[src/rtl/ahb_slave_arbiter_if.sv]
// Bus bundle between the masters' request stages and the slave-port arbiter.
// The arbiter takes the slave modport; the request side takes the master modport.
interface ahb_slave_arbiter_if #(
  parameter int NM = 13
);
  logic [NM-1:0] req;
  logic [1:0]    htrans;
  logic [2:0]    hburst;
  logic          hmastlock;
  logic          hready;
  logic [NM-1:0] addr_sel;
  logic [NM-1:0] data_sel;
  logic [3:0]    hmaster;

  modport master (
    output req, htrans, hburst, hmastlock, hready,
    input  addr_sel, data_sel, hmaster
  );

  modport slave (
    input  req, htrans, hburst, hmastlock, hready,
    output addr_sel, data_sel, hmaster
  );
endinterface

[src/rtl/ahb_slave_arbiter.sv]
// Round-robin arbiter for one AHB-Lite slave port; grants are held across bursts and locked sequences.
// Define AHB_ARB_FIXED_PRIO_EN for fixed priority (lowest index wins, no rotating pointer).
module ahb_slave_arbiter #(
  parameter int NM = 13
) (
  input  logic               hclk,
  input  logic               hresetn,
  ahb_slave_arbiter_if.slave bus
);

  typedef enum logic [1:0] {
    TR_IDLE   = 2'b00,
    TR_BUSY   = 2'b01,
    TR_NONSEQ = 2'b10,
    TR_SEQ    = 2'b11
  } htrans_e;

  htrans_e       trans;
  logic [NM-1:0] addr_sel_q;
  logic [NM-1:0] data_sel_q;
  logic [3:0]    hmaster_q;
  logic [3:0]    cnt_q;
  logic [3:0]    cnt_load;
  logic          rearb;
  logic          gnt_found;
  logic [3:0]    gnt_idx;
  logic [NM-1:0] nxt_sel;
`ifndef AHB_ARB_FIXED_PRIO_EN
  logic [3:0]    ptr_q;
  logic [3:0]    ptr_nxt;
`endif

  assign trans = htrans_e'(bus.htrans);

  // A grant may only move when the current address phase completes and ends a transfer sequence.
  always_comb begin
    rearb = 1'b0;
    if (bus.hready && !bus.hmastlock) begin
      case (trans)
        TR_IDLE:   rearb = 1'b1;
        TR_NONSEQ: rearb = (bus.hburst == 3'b000);
        TR_SEQ:    rearb = (cnt_q == 4'd1);
        default:   rearb = 1'b0;
      endcase
    end
  end

  // Remaining SEQ beats after the NONSEQ of a fixed-length burst; WRAPx and INCRx alike.
  always_comb begin
    case (bus.hburst[2:1])
      2'b01:   cnt_load = 4'd3;
      2'b10:   cnt_load = 4'd7;
      2'b11:   cnt_load = 4'd15;
      default: cnt_load = 4'd0;
    endcase
  end

  always_comb begin
    int j;
    j         = 0;
    gnt_found = 1'b0;
    gnt_idx   = '0;
    nxt_sel   = '0;
    for (int k = 0; k < NM; k++) begin
`ifdef AHB_ARB_FIXED_PRIO_EN
      j = k;
`else
      j = int'(ptr_q) + k;
      if (j >= NM) j = j - NM;
`endif
      if (!gnt_found && bus.req[j[3:0]]) begin
        gnt_found = 1'b1;
        gnt_idx   = j[3:0];
      end
    end
    if (gnt_found) nxt_sel[gnt_idx] = 1'b1;
  end

`ifndef AHB_ARB_FIXED_PRIO_EN
  assign ptr_nxt = (gnt_idx == 4'(NM - 1)) ? 4'd0 : gnt_idx + 4'd1;
`endif

  always_ff @(posedge hclk) begin
    if (!hresetn) begin
      addr_sel_q <= '0;
      data_sel_q <= '0;
      hmaster_q  <= '0;
      cnt_q      <= '0;
`ifndef AHB_ARB_FIXED_PRIO_EN
      ptr_q      <= '0;
`endif
    end else if (bus.hready) begin
      data_sel_q <= addr_sel_q;
      case (trans)
        TR_NONSEQ: cnt_q <= cnt_load;
        TR_SEQ:    if (cnt_q != 4'd0) cnt_q <= cnt_q - 4'd1;
        TR_IDLE:   cnt_q <= 4'd0;
        default:   ;
      endcase
      if (rearb) begin
        addr_sel_q <= nxt_sel;
        hmaster_q  <= gnt_idx;
`ifndef AHB_ARB_FIXED_PRIO_EN
        if (gnt_found) ptr_q <= ptr_nxt;
`endif
      end
    end
  end

  assign bus.addr_sel = addr_sel_q;
  assign bus.data_sel = data_sel_q;
  assign bus.hmaster  = hmaster_q;

endmodule
[src/flat_wrapper.sv]
// flat-port wrapper written by rule: the top's interface ports become plain ports
module ahb_slave_arbiter_flat 
#(
  parameter int NM = 13
)
  (hclk, hresetn, bus_req, bus_htrans, bus_hburst, bus_hmastlock, bus_hready, bus_addr_sel, bus_data_sel, bus_hmaster);
  ahb_slave_arbiter_if #(.NM(NM)) bus_i ();
  input  logic hclk;
  input  logic hresetn;
  input wire logic [$bits(bus_i.req)-1:0] bus_req;
  input wire logic [$bits(bus_i.htrans)-1:0] bus_htrans;
  input wire logic [$bits(bus_i.hburst)-1:0] bus_hburst;
  input wire logic [$bits(bus_i.hmastlock)-1:0] bus_hmastlock;
  input wire logic [$bits(bus_i.hready)-1:0] bus_hready;
  output wire logic [$bits(bus_i.addr_sel)-1:0] bus_addr_sel;
  output wire logic [$bits(bus_i.data_sel)-1:0] bus_data_sel;
  output wire logic [$bits(bus_i.hmaster)-1:0] bus_hmaster;
  assign bus_i.req = bus_req;
  assign bus_i.htrans = bus_htrans;
  assign bus_i.hburst = bus_hburst;
  assign bus_i.hmastlock = bus_hmastlock;
  assign bus_i.hready = bus_hready;
  assign bus_addr_sel = bus_i.addr_sel;
  assign bus_data_sel = bus_i.data_sel;
  assign bus_hmaster = bus_i.hmaster;
  ahb_slave_arbiter #(.NM(NM)) u_core (.hclk(hclk), .hresetn(hresetn), .bus(bus_i));
endmodule
[config.mk]
export PLATFORM = sky130hd
export DESIGN_NAME = ahb_slave_arbiter_flat
export DESIGN_NICKNAME = d
export VERILOG_FILES = /design/src/rtl/ahb_slave_arbiter_if.sv /design/src/rtl/ahb_slave_arbiter.sv /design/src/flat_wrapper.sv
export SDC_FILE = /design/constraint.sdc
export NUM_CORES = 1
export LEC_CHECK = 0
export CORE_ASPECT_RATIO = 0.8
export CORE_MARGIN = 10
export CORE_UTILIZATION = 35
export DETAILED_ROUTE_END_ITERATION = 10
export DONT_BUFFER_PORTS = 1
export PLACE_DENSITY_LB_ADDON = 0.05
export SETUP_SLACK_MARGIN = 0.3
export SYNTH_ARGS = -nofsm -noshare
export SYNTH_HDL_FRONTEND = slang
export SYNTH_SLANG_ARGS = --single-unit
export TNS_END_PERCENT = 30
[constraint.sdc]
create_clock -name hclk -period 13.9 [get_ports hclk]
set_input_delay 3.475 -clock hclk [delete_from_list [all_inputs] [get_ports hclk]]
set_output_delay 3.475 -clock hclk [all_outputs]
set_load 0.005 [all_outputs]
Word-level counts from Yosys, hierarchy flattened
Index checks and enable logic that the tools add are counted.
- register bits: 38
- input bits: 22
- output and inout bits: 30
- word-level logic and storage cells: 176
- mux-type cells: 74
- equal/unequal tests: 8
- reduce and logical (&&, ||, !) cells: 34
- add/subtract/negate cells: 27
- order comparisons: 28
- operators with widths (operator ; number):
    $mux 4 ; 28
    $lt 4x5->1 const B ; 14
    $ge 5x4->1 const B ; 12
    $bmux 1 s4 ; 13
    $sub 4x3->4 const B ; 12
    $mux 1 ; 28
    $add 4x4->5 const B ; 5
    $pmux 4 s3 ; 2
    $add 4x3->5 const B ; 4
    $logic_and 1x1->1 ; 14
    $logic_not 1->1 ; 13
    $mux 13 ; 1
    $add 4x2->5 const B ; 2
    $eq 2x2->1 const B ; 4
    $reduce_and 3->1 ; 2
    $add 4x1->5 const B ; 1
    $add 4x1->4 const B ; 1
    $demux 1 s4 ; 1
    $eq 4x1->1 const B ; 1
    $eq 4x4->1 const B ; 1
    $ge 4x1->1 const B ; 1
    $ge 4x4->1 const B ; 1
    $reduce_bool 4->1 ; 1
    $sub 4x1->4 const B ; 1
    8 further kinds ; 8

Logic depth before layout (Yosys ltp)
Gate-level depths: netlist of run 1.
- word-level depth: 46
- depth in mapped cells: 25
- mapped depth without buffers: 16

Least setup slack after synthesis of run 1
OpenSTA, ideal clock, no wires.
- kind: in2reg
- start point: input bus_req[6]
- end point: register u_core.ptr_q[2]
- required time: 13.767 ns
- stages: 14
- buffers on the path: 1
- library setup time: 0.133 ns
- data arrival time: 6.367 ns
- path slack: 7.400 ns
- cells stage by stage: mux4_2 -> o32ai_1 -> and4_1 -> a221o_1 -> o2bb2ai_1 -> a211oi_2 -> nand2_1 -> or3_4 -> nand2b_4 -> o32a_1 -> and3_1 -> buf_4 -> a32oi_1 -> o32ai_2
- longest elaborated chain between the ends: 41
- elaborated cells on any way between the ends: 80
- classes of those cells: 1 x add/sub; 1 x eq/ne; 53 x mux; 25 x reduce/logical
- ends and longest elaborated chain (element ; RTL line ; source):
    start: declaration ; flat_wrapper.sv:10 ; input wire logic [$bits(bus_i.req)-1:0] bus_req;
    $bmux 1 s4 ; ahb_slave_arbiter.sv:71 ; if (!gnt_found && bus.req[j[3:0]]) begin
    $mux 1 (implied by the code) ; ahb_slave_arbiter.sv:71 ;
    $mux 1 ; ahb_slave_arbiter.sv:71 ;
    $logic_not 1->1 ; ahb_slave_arbiter.sv:71 ;
    $logic_and 1x1->1 ; ahb_slave_arbiter.sv:71 ;
    $mux 1 ; ahb_slave_arbiter.sv:71 ;
    $logic_not 1->1 ; ahb_slave_arbiter.sv:71 ;
    $logic_and 1x1->1 ; ahb_slave_arbiter.sv:71 ;
    (+25 left out) ; - ;
    $logic_not 1->1 ; ahb_slave_arbiter.sv:71 ;
    $logic_and 1x1->1 ; ahb_slave_arbiter.sv:71 ;
    $mux 1 ; ahb_slave_arbiter.sv:71 ;
    $logic_not 1->1 ; ahb_slave_arbiter.sv:71 ;
    $logic_and 1x1->1 ; ahb_slave_arbiter.sv:71 ;
    $mux 4 ; ahb_slave_arbiter.sv:71 ;
    $add 4x1->4 or $eq 4x4->1 (tied branches) ; ahb_slave_arbiter.sv:80 ; assign ptr_nxt = (gnt_idx == 4'(NM - 1)) ? 4'd0 : gnt_idx + 4'd1;
    $mux 4 ; ahb_slave_arbiter.sv:80 ;
    end signal: assignment ; ahb_slave_arbiter.sv:104 ; if (gnt_found) ptr_q <= ptr_nxt;
    end: declaration ; ahb_slave_arbiter.sv:29 ; logic [3:0] ptr_q;
Several ways; a longest one is shown, not always the timed one. The select of a mux whose other input is x is not followed.
A chain may end at the register's enable or synchronous reset.

Final worst setup path of run 1
- start point: input bus_req[0]
- end point: register u_core.ptr_q[3]
Same word-level chain as after synthesis.

==> flow_summary.toml, run 1 <==
[status]
status = "finished, final reports clean"

[synthesis]
synthTopCellsByCount = "nand2_1, nor2_1, o21ai_0"
async_flop_share = 0
ys_top_cells_by_area = "dfxtp_1, mux2i_1, nand2_1"
ys.flop_type = "dfxtp_1"
ys_warn_count = 0
syn_nets = 1166
synth_top_area_share = 0.0940
synthCells = 1119
syn_area_per_cell_um2 = 7.24
synth-edff-count = 0
synth_area_mm2 = 0.00810
synth.distinct_cells = 113
synth-seq-cells = 38
yosysTopAreaCell = "dfxtp_1"
yosysSeqAreaShare = 0.0940
synth_most_common_cell = "nand2_1"

[cts]
clkLatencyLatePin_ns = 0.28
path_clk_slew_ns = 0.06
cts.htree.levels = 2
clockRootBuffer = "clkbuf_16"
postCtsResizedCells = 0
cts_inserted_buffers = 5
cts_hold_buf = 0
postCtsSetupBuffers = 0
cts_sinks = 38
cts_buffer_depth = 2
cts_tree = "built"

[timing]
timing.hold.ws_ns = 0.487
layout_setup_ws_ns = 6.80
finalSetupViolCount = 0
slew_headroom = 0.293
tightest_slew_ns = 1.05
fin_setup_tns_ns = 0
fin_crit_sh = 0.511
finClkSkew_ns = 0.00495
max_freq_mhz = 141
finalHoldViolCount = 0
rsz0062_at_grt = "false"
finalMaxSlewViolations = 0
fin_crit_ns = 7.10

[grt]
grt_pass1_wl_mm = 56.4
antenna_found_initial = 1
grt_pass1_vias = 8544
grt_max_degree = 75
grtUsageTotal = 0.242
grt_overflow = 0

[worst_setup_path]
cp-end-kind = "flop"
path_class = "in2reg"
worstPathCellList = "nor2_1 > a311oi_1 > o32ai_1 > a221oi_1 > o2bb2ai_1 > a211oi_2 > nand2_1 > or3_4 > or4_1 > nand4_1 > and3_1 > nand3_1 > o22ai_1"
slowest_delay_ns = 0.55
crit_arrival_ns = 7.29
worstPathRequired_ns = 14.09
critPathSlowestCell = "a211oi_2"
critPathMaxFanout = 19
startpoint_type = "input pin"

[pwr]
p_leak_uw = 0.00293
p_seq_frac = 0.218
power.switching_uw = 243
clkPwrFrac = 0.218
p_int_uw = 288
combPwrFrac = 0.564
p_sw_frac = 0.458
p_per_area_mw_per_mm2 = 63.7
peakVddDrop_mv = 0.0441

[drt]
first_pass_iters = 6
via_per_inst = 6.76
drt-total-wl_mm = 37.4
ant_nets = 0
drc = 0
via_count = 9192
drt-wirelength-per-cell_um = 27.5
drt_iter0_drc = 1173

[floorplan]
ios = 52
fp.coreArea_mm2 = 0.0226
num_rows = 49
die_area_mm2 = 0.0297
start_util = 0.358
die_width_um = 190
dieHeight_um = 156

[finish]
final-seq-area_um2 = 767
drive_above_1_share = 0.106
fin_nets = 1099
postLayoutCoreUtil = 0.368
synthToLayoutAreaGrowth_pct = 2.78
stdcell_area_mm2 = 0.00832
antenna_cells = 0
fillers = 2410
multi_input_area_mm2 = 0.00676

[worst_hold_path]
hp-class = "reg2reg"

[place]
gp_congestion = 1.00
dp_worst_setup_slack_ns = 6.63
detailed_place_hpwl_mm = 27.3
dpl_cell_area_mm2 = 0.00817
numPortBuffers = 0

[flow_run]
maxCapViolations = 0
[cell type report]
class | count | area share
inverter | 31 | 0.0140
clock buffer | 6 | 0.0167
tap | 306 | 0.0460
multi-input combinational | 956 | 0.812
timing repair buffer | 20 | 0.0180
clock inverter | 2 | 0.00135
sequential | 38 | 0.0922
[path summary, 6_finish.rpt]
path | from | endpoint | slack [ns] | cells past startpoint
setup reg to reg | u_core.ptr_q[1] | u_core.ptr_q[3] | 7.60 | 18
hold reg to reg | u_core.bus.hmaster[3] | u_core.bus.hmaster[3] | 0.49 | 2
setup / recovery | bus_req[0] | u_core.ptr_q[3] | 6.80 | 13
hold / removal | u_core.bus.hmaster[3] | u_core.bus.hmaster[3] | 0.49 | 2
[power groups by stage]
stage          logic (µW)  clock network (µW)  registers [µW]
3_5_place_dp          290                   0             118
5_1_grt               322                 124             116
4_1_cts               291                 118             116
3_3_place_gp          295                   0             118
2_1_floorplan         225                   0             116
6_report              299                 116             116
[metal layers]
metal	track usage	vias up	part of all wire
met1	0.378	4443	0.49
met4	0.0487	0	0.021
li1	-	4190	-
met5	0	-	0
met2	0.328	497	0.39
met3	0.0447	62	0.096
[cell families after synthesis]
| family | share of synthesized area |
|---|---|
| DFF | 0.0940 |
| buffers and inverters | 0.0720 |
| adders and majority gates | 0.0386 |
| AOI/OAI and AO/OA | 0.383 |
| muxes | 0.114 |
| and+or+nand+nor | 0.268 |
| xor gates and xnor gates | 0.0308 |
[per-stage QoR]
step	power (µW)	instances
2_1_floorplan	340	1119
3_3_place_gp	413	1351
3_5_place_dp	408	1351
4_1_cts	525	1359
5_1_grt	562	1359
6_report	530	1359
[worst max-delay path, delay by kind of cell]
kind	cells	cell delay, ns
compound gates	6	1.55
simple gates	7	2.27
[layout by cell type, fill, tap and decap left out, types with 20 or more instances in the layout]
cell type | synthesis | final
nor2_1 | 80 | 80
dfxtp_1 | 38 | 35
o21ai_0 | 74 | 74
mux2i_1 | 64 | 64
buf_4 | 8 | 20
nand3_1 | 36 | 36
nor3_1 | 27 | 27
inv_1 | 29 | 29
ha_1 | 25 | 24
nand2_1 | 110 | 110
a21oi_1 | 61 | 61
a211oi_1 | 34 | 34
[state kept, by name, summed over array words and instances, names as in the netlist]
register / flops
u_core.bus.addr_sel: 13
u_core.bus.data_sel: 13
u_core.bus.hmaster: 4
u_core.cnt_q: 4
u_core.ptr_q: 4
No activity file was read; power rests on OpenSTA's default activity.
==> run 2: changes to the inputs <==
==> constraint.sdc (replaced) <==
create_clock -name hclk -period 6.3 [get_ports hclk]
set_input_delay 1.575 -clock hclk [delete_from_list [all_inputs] [get_ports hclk]]
set_output_delay 1.575 -clock hclk [all_outputs]
set_load 0.005 [all_outputs]
==> flow_summary.toml, run 2 (synthesis results as in run 1) <==
[status]
status = "finished, final reports clean"

[place]
dpl_cell_area_mm2 = 0.00825
detailed_place_hpwl_mm = 28.2
placedCellCount = 1361
gp_congestion = 1.01
numPortBuffers = 0

[finish]
fillers = 2403
stdcell_area_mm2 = 0.00842
final-seq-area_um2 = 767
drive_above_1_share = 0.116
synthToLayoutAreaGrowth_pct = 3.96
antenna_cells = 0
mostFrequentLayoutCells = "nand2_1, nor2_1, o21ai_0"
multi_input_area_mm2 = 0.00676
final_cells = 1369
final_common_cell = "nand2_1"
fin_nets = 1109

[worst_setup_path]
r2r_slack_ns = 0.60
startpoint_type = "flop"
cp-end-kind = "flop"
r2r_start = "u_core.ptr_q[2]"
crit_arrival_ns = 5.89
critPathMaxFanout = 16
reg2regPathDepth = 15
path_class = "reg2reg"
r2r_end = "u_core.ptr_q[3]"
worstPathRequired_ns = 6.49

[pwr]
p_per_area_mw_per_mm2 = 145
p_leak_uw = 0.00298
peakVddDrop_mv = 0.107

[timing]
rsz0062_at_grt = "false"
fin_crit_sh = 0.904
slew_headroom = 0.386
finClkSkew_ns = 0.00650
max_freq_mhz = 176
fin_setup_tns_ns = 0
finalSetupViolCount = 0
finalMaxSlewViolations = 0
tightest_slew_ns = 0.917
finalHoldViolCount = 0
fin_crit_ns = 5.70

[floorplan]
die_area_mm2 = 0.0297
start_util = 0.358
ios = 52
dieHeight_um = 156
fp.coreArea_mm2 = 0.0226
die_width_um = 190
num_rows = 49

[drt]
drt-wirelength-per-cell_um = 27.7
first_pass_iters = 6
drt_iter0_drc = 1282
drc = 0
drt-total-wl_mm = 38.0
via_count = 9313
via_per_inst = 6.80
ant_nets = 0

[cts]
cts.htree.levels = 2
cts_buffer_depth = 2
clkLatencyLatePin_ns = 0.29
cts_tree = "built"
cts_hold_buf = 0
path_clk_slew_ns = 0.06
postCtsSetupBuffers = 0
clockRootBuffer = "clkbuf_16"
cts_inserted_buffers = 5
cts_sinks = 38

[worst_hold_path]
holdCritStartpoint = "u_core.bus.hmaster[3]"
holdPathEnd = "u_core.bus.hmaster[3]"
hp-class = "reg2reg"
holdPathStages = 2

[grt]
antenna_found_initial = 2
grtUsageTotal = 0.243
grt_pass1_vias = 8215
grt_max_degree = 62
grt_pass1_wl_mm = 55.8
grt_overflow = 0

[flow_run]
maxCapViolations = 0
run 2: cell count changes in the layout (fill, tap and decap cells not counted):
cell       delta
buf_4        +10
inv_4         -1
a211oi_1      -1
a211oi_2      +1
clkinv_2      +1
clkbuf_8      -1
bufinv_16     +1
run 2: cell type report:
class	instances	share of cell area
Clock buffer	5	0.0149
Clock inverter	3	0.00476
Inverter	31	0.0138
Multi-Input combinational cell	956	0.803
Sequential cell	38	0.0911
Tap cell	306	0.0455
Timing Repair Buffer	30	0.0268
run 2: how the worst max path moves through the flow:
stage / startpoint / slack (ns) / to
after detailed placement: u_core.ptr_q[2] / 0.77 / u_core.ptr_q[3]
after CTS: u_core.ptr_q[2] / 0.72 / u_core.ptr_q[3]
after floorplan: u_core.ptr_q[0] / 1.09 / u_core.ptr_q[2]
after global placement: u_core.ptr_q[3] / 0.72 / u_core.ptr_q[2]
after global routing: u_core.ptr_q[1] / 0.33 / u_core.bus.addr_sel[9]
final: u_core.ptr_q[2] / 0.60 / u_core.ptr_q[3]
run 2: routing by layer:
metal	part of all wire	GRT usage	vias to the layer above	wire length [µm]
li1	-	-	4215	-
met1	0.47	0.365	4492	17800
met2	0.39	0.327	553	15000
met3	0.12	0.0724	51	4550
met4	0.017	0.0472	2	651
met5	0.00034	0	-	13
run 2: power breakdown:
part	total, µW	internal (µW)	switching [µW]
clock network	288	185	103
logic	675	242	434
registers	253	245	7.44
run 2: critical path, stage by stage (launching register included):
cell and delay [ns]:
dfxtp_2 0.48, inv_2 0.20, ha_1 0.48, a21o_1 0.34, a21oi_1 0.26, mux2i_1 0.65
nor4b_1 0.50, a211o_1 0.26, and3_1 0.31, nand2_1 0.18, or3_4 0.45, or4_1 0.48
nand4_1 0.10, and3_1 0.45, nand3_1 0.24, o22ai_1 0.20
run 2: per-stage QoR:
| step | util | hold slack (ns) | setup slack (ns) | total power, µW |
|---|---|---|---|---|
| after floorplan | - | 0.453 | 1.09 | 751 |
| after global placement | 0.365 | 0.480 | 0.724 | 922 |
| after detailed placement | 0.365 | 0.480 | 0.766 | 911 |
| after CTS | 0.372 | 0.488 | 0.716 | 1200 |
| after global routing | 0.372 | 0.521 | 0.325 | 1290 |
| final | 0.372 | 0.478 | 0.603 | 1220 |
run 2: what timing repair did:
| action | CTS | global route |
|---|---|---|
| gates resized for setup | 0 | 1 |
| endpoints found under the setup margin | 0 | 2 |
| endpoints found under the hold margin | 0 | 0 |
==> variant 1, RTL diff (settings of run 2) <==
Reset style: asynchronous (`hresetn`), changed in one clocked block.
--- a/src/rtl/ahb_slave_arbiter.sv
+++ b/src/rtl/ahb_slave_arbiter.sv
@@ -80,7 +80,7 @@
   assign ptr_nxt = (gnt_idx == 4'(NM - 1)) ? 4'd0 : gnt_idx + 4'd1;
 `endif
 
-  always_ff @(posedge hclk) begin
+  always_ff @(posedge hclk or negedge hresetn) begin
     if (!hresetn) begin
       addr_sel_q <= '0;
       data_sel_q <= '0;
Function: changed (a bounded check fails within 4 cycles, from zero or initial values and one cycle with hresetn low; the reset may be asserted at any time).
==> variant 1 against run 2 <==
- area after synthesis fell by 1.1%
- clock skew is 0.00064 ns higher
- setup slack got worse by 0.016 ns
- sequential cell count unchanged
- synthesized cell count is 3.2% lower
- final area grew 1.9%
- final cell count is 1.1% lower
- critical path depth is 5 higher
- via count decreased by 2.8%
- wire length fell by 4.8%
- critical endpoint is now u_core.ptr_q[2]
- highest routed layer is now met4
Power is left out: the tool's default activity adds up to more than one toggle a clock period on the data nets, which glitch-free logic cannot reach.
==> variant 1: results (changes against run 2) <==
- Sequential cell area: 955 um2 (+24%)
- DR WL met2: 14.3 mm (-4.3%)
- Vias in the first global route: 8293 (+0.95%)
- Crit path DAT: 5.93 ns (+0.04 ns)
- Syn_area_per_cell: 7.40 um2 (+2.2%)
- Seq cells: 38 (unchanged)
- Nets: 1100 (-0.81%)
- Most used DFF post-synth: dfrtp_1
- Post-synthesis sequential area ratio: 11.9% (+2.5 points)
- Met1 Routed Length: 16.7 mm (-6.2%)
- DRT Wirelength: 36.2 mm (-4.8%)
- Initial antenna violation count: 0 (-2)
- Inst Count DP: 1346 (-1.1%)
- Avg Vias per Cell: 6.68 (-1.7%)
- Synth area leaders: dfrtp_1 12%, mux2i_1 6.5%, ha_1 4.8%
- Fin area: 0.00858 mm2 (+1.9%)
- Synth cell types: 106 (-6.2%)
- Largest net degree at the start of global routing: 49 (-21%)
- Multi-input gate area: 0.00654 mm2 (-3.3%)
- Worst R2R Setup Slack: 0.59 ns (-0.02 ns)
- Fin Clk Skew: 0.00714 ns (+0.000641 ns)
- Status: finished clean
- CP max FO: 14 (-2)
- Fin Hold WS: 0.528 ns (+0.0503 ns)
- Initial DRC Count: 1207 (-5.9%)
variant 1: cell types whose count changed after synthesis, sizes merged, moves of 13 or more:
cell and delta:
dfxtp -38, dfrtp +38, nand2 -25, mux2 +13, a21oi +13, o21ai -13
variant 1: kinds of logic (layout without fill, tap and decap cells):
logic type,Yosys count,count (layout),synth area share (%)
flip-flops,38,38,11.9
multiplexers,80,80,11.2
adder cells (fa/ha/maj),31,31,4.84
AO/OA/AOI/OAI,414,414,37.9
AND/OR/NAND/NOR,371,371,24.0
XOR/XNOR,24,24,3.00
buffers and inverters,125,90,7.25
variant 1: final timing paths:
check	end	from	cells past startpoint
setup / recovery	u_core.ptr_q[2]	u_core.ptr_q[0]	20
hold / removal	u_core.bus.hmaster[2]	u_core.bus.hmaster[2]	2
setup reg to reg	u_core.ptr_q[2]	u_core.ptr_q[0]	20
hold reg to reg	u_core.bus.hmaster[2]	u_core.bus.hmaster[2]	2
max in group asynchronous	u_core.ptr_q[0]	hresetn	0
min in group asynchronous	u_core.cnt_q[3]	hresetn	0
==> variant 2, RTL diff (settings of run 2) <==
Without the edit above. `NM` is set to 13 in 3 places; all go to 14.
--- a/src/rtl/ahb_slave_arbiter_if.sv
+++ b/src/rtl/ahb_slave_arbiter_if.sv
@@ -1,7 +1,7 @@
 // Bus bundle between the masters' request stages and the slave-port arbiter.
 // The arbiter takes the slave modport; the request side takes the master modport.
 interface ahb_slave_arbiter_if #(
-  parameter int NM = 13
+  parameter int NM = 14
 );
   logic [NM-1:0] req;
   logic [1:0]    htrans;
--- a/src/rtl/ahb_slave_arbiter.sv
+++ b/src/rtl/ahb_slave_arbiter.sv
@@ -1,7 +1,7 @@
 // Round-robin arbiter for one AHB-Lite slave port; grants are held across bursts and locked sequences.
 // Define AHB_ARB_FIXED_PRIO_EN for fixed priority (lowest index wins, no rotating pointer).
 module ahb_slave_arbiter #(
-  parameter int NM = 13
+  parameter int NM = 14
 ) (
   input  logic               hclk,
   input  logic               hresetn,
--- a/src/flat_wrapper.sv
+++ b/src/flat_wrapper.sv
@@ -1,7 +1,7 @@
 // flat-port wrapper written by rule: the top's interface ports become plain ports
 module ahb_slave_arbiter_flat 
 #(
-  parameter int NM = 13
+  parameter int NM = 14
 )
   (hclk, hresetn, bus_req, bus_htrans, bus_hburst, bus_hmastlock, bus_hready, bus_addr_sel, bus_data_sel, bus_hmaster);
   ahb_slave_arbiter_if #(.NM(NM)) bus_i ();
Interface: changed (resized bus_addr_sel, bus_data_sel and bus_req); port bits go from 52 to 55. The function was not compared with the original's and may differ.
==> variant 2 against run 2 <==
- sequential share of layout area up 3.4 points
- area after synthesis down 25%
- final cell count down 30%
- utilization up 1.0 points
- power down 3.7%
- die area down 22%
- sequential cell count up 2
- wire length down 40%
- final area down 24%
- setup slack better by 0.32 ns
- count of clock-buffer cells in the layout unchanged
- non-clock buffer count down 11
- synthesized cell count down 33%
- critical path type unchanged
- largest cell class unchanged
- largest power group unchanged
==> variant 2: results (changes against run 2) <==
- Status: finished clean
- Critical Path Source: u_core.ptr_q[1]
- Fraction of area in registers: 12.5% (+3.4 points)
- Crit share post-route: 85.4% (-5.1 points)
- Top routing layer used: met4
- Synth top cells by count: 70 x nor2_1, 60 x nand2_1, 50 x mux2i_1
- CP max FO: 22 (+6)
- Synth Register Bits: 40 (+5.3%)
- Non-clock inverter count: 28 (-9.7%)
- Placed cell areas: 0.00624 mm2 (-24%)
- Data buffer area share: 2.23% (-0.45 points)
- HPWL after DPL: 18.0 mm (-36%)
- Leak Pwr: 2.32 nW (-22%)
- Avg Vias per Cell: 6.39 (-6.1%)
- Initial antenna violation count: 0 (-2)
- Non-clk bufs: 19 (-37%)
- Critical Path End: u_core.bus.addr_sel[5]
- First-pass GRT wire length: 34.5 mm (-38%)
- RePlAce Congestion: 0.983 (-2.8%)
- GRT Total Usage: 18.8% (-5.5 points)
- Slew margin rel.: 27.5% (-11 points)
- Worst R2R Setup Slack: 0.92 ns (+0.32 ns)
- Syn Nets: 802 (-31%)
- WL/cell: 23.7 um (-15%)
- Initial DRC Count: 592 (-54%)
- Vias in the first global route: 5587 (-32%)
- Layout clock area frac: 2.62% (+0.66 points)
- Crit path DAT: 5.59 ns (-0.30 ns)
- Inst Count DP: 954 (-30%)
- Multi-input gate area: 0.00491 mm2 (-27%)
- Fin Clk Skew: 0.00806 ns (+0.00156 ns)
- Largest net degree at the start of global routing: 48 (-23%)
- Initial DRT Pass Iterations: 5 (-1)
## variant 2: cell count changes in the layout (fill, tap and decap cells not counted), moves of 10 or more
cell / before / now
a211oi_1: 33 / 12
a21o_1: 19 / 8
a21oi_1: 61 / 49
buf_4: 30 / 19
mux2_2: 9 / 19
mux2i_1: 64 / 50
nand2_1: 110 / 60
nand3_1: 36 / 20
nor2_1: 80 / 70
nor3b_1: 13 / 2
o21ai_0: 74 / 29
## variant 2: layer usage
metal	track usage, %	vias up
met5	0	-
met4	4.67	0
met3	4.16	38
met2	27.1	277
met1	27.4	2941
li1	-	2887
## variant 2: cell families (layout without fill, tap and decap cells)
| family | after synthesis | count (layout) | synth area share (%) |
|---|---|---|---|
| adder cells (fa/ha/maj) | 26 | 26 | 5.49 |
| buffers and inverters | 66 | 55 | 5.74 |
| XOR/XNOR | 17 | 17 | 3.47 |
| AO/OA/AOI/OAI | 255 | 255 | 32.7 |
| flip-flops | 40 | 40 | 13.2 |
| AND/OR/NAND/NOR | 267 | 267 | 23.3 |
| multiplexers | 82 | 82 | 16.1 |
## variant 2: worst min path at each step
stage	slack, ns	endpoint	depth (start not counted)
2_1_floorplan	0.47	u_core.bus.addr_sel[0]	2
3_3_place_gp	0.49	u_core.bus.addr_sel[7]	2
3_5_place_dp	0.50	u_core.bus.addr_sel[6]	2
4_1_cts	0.50	u_core.bus.addr_sel[6]	2
5_1_grt	0.52	u_core.bus.addr_sel[7]	2
6_report	0.49	u_core.bus.addr_sel[6]	2
## variant 2: report_power, final
part           leakage [nW]  switching, mW  total, mW  internal, mW
registers             0.324        0.00648      0.265         0.258
logic                  1.91          0.389      0.614         0.225
clock network        0.0798          0.105      0.291         0.186
total                  2.32          0.501       1.17         0.670
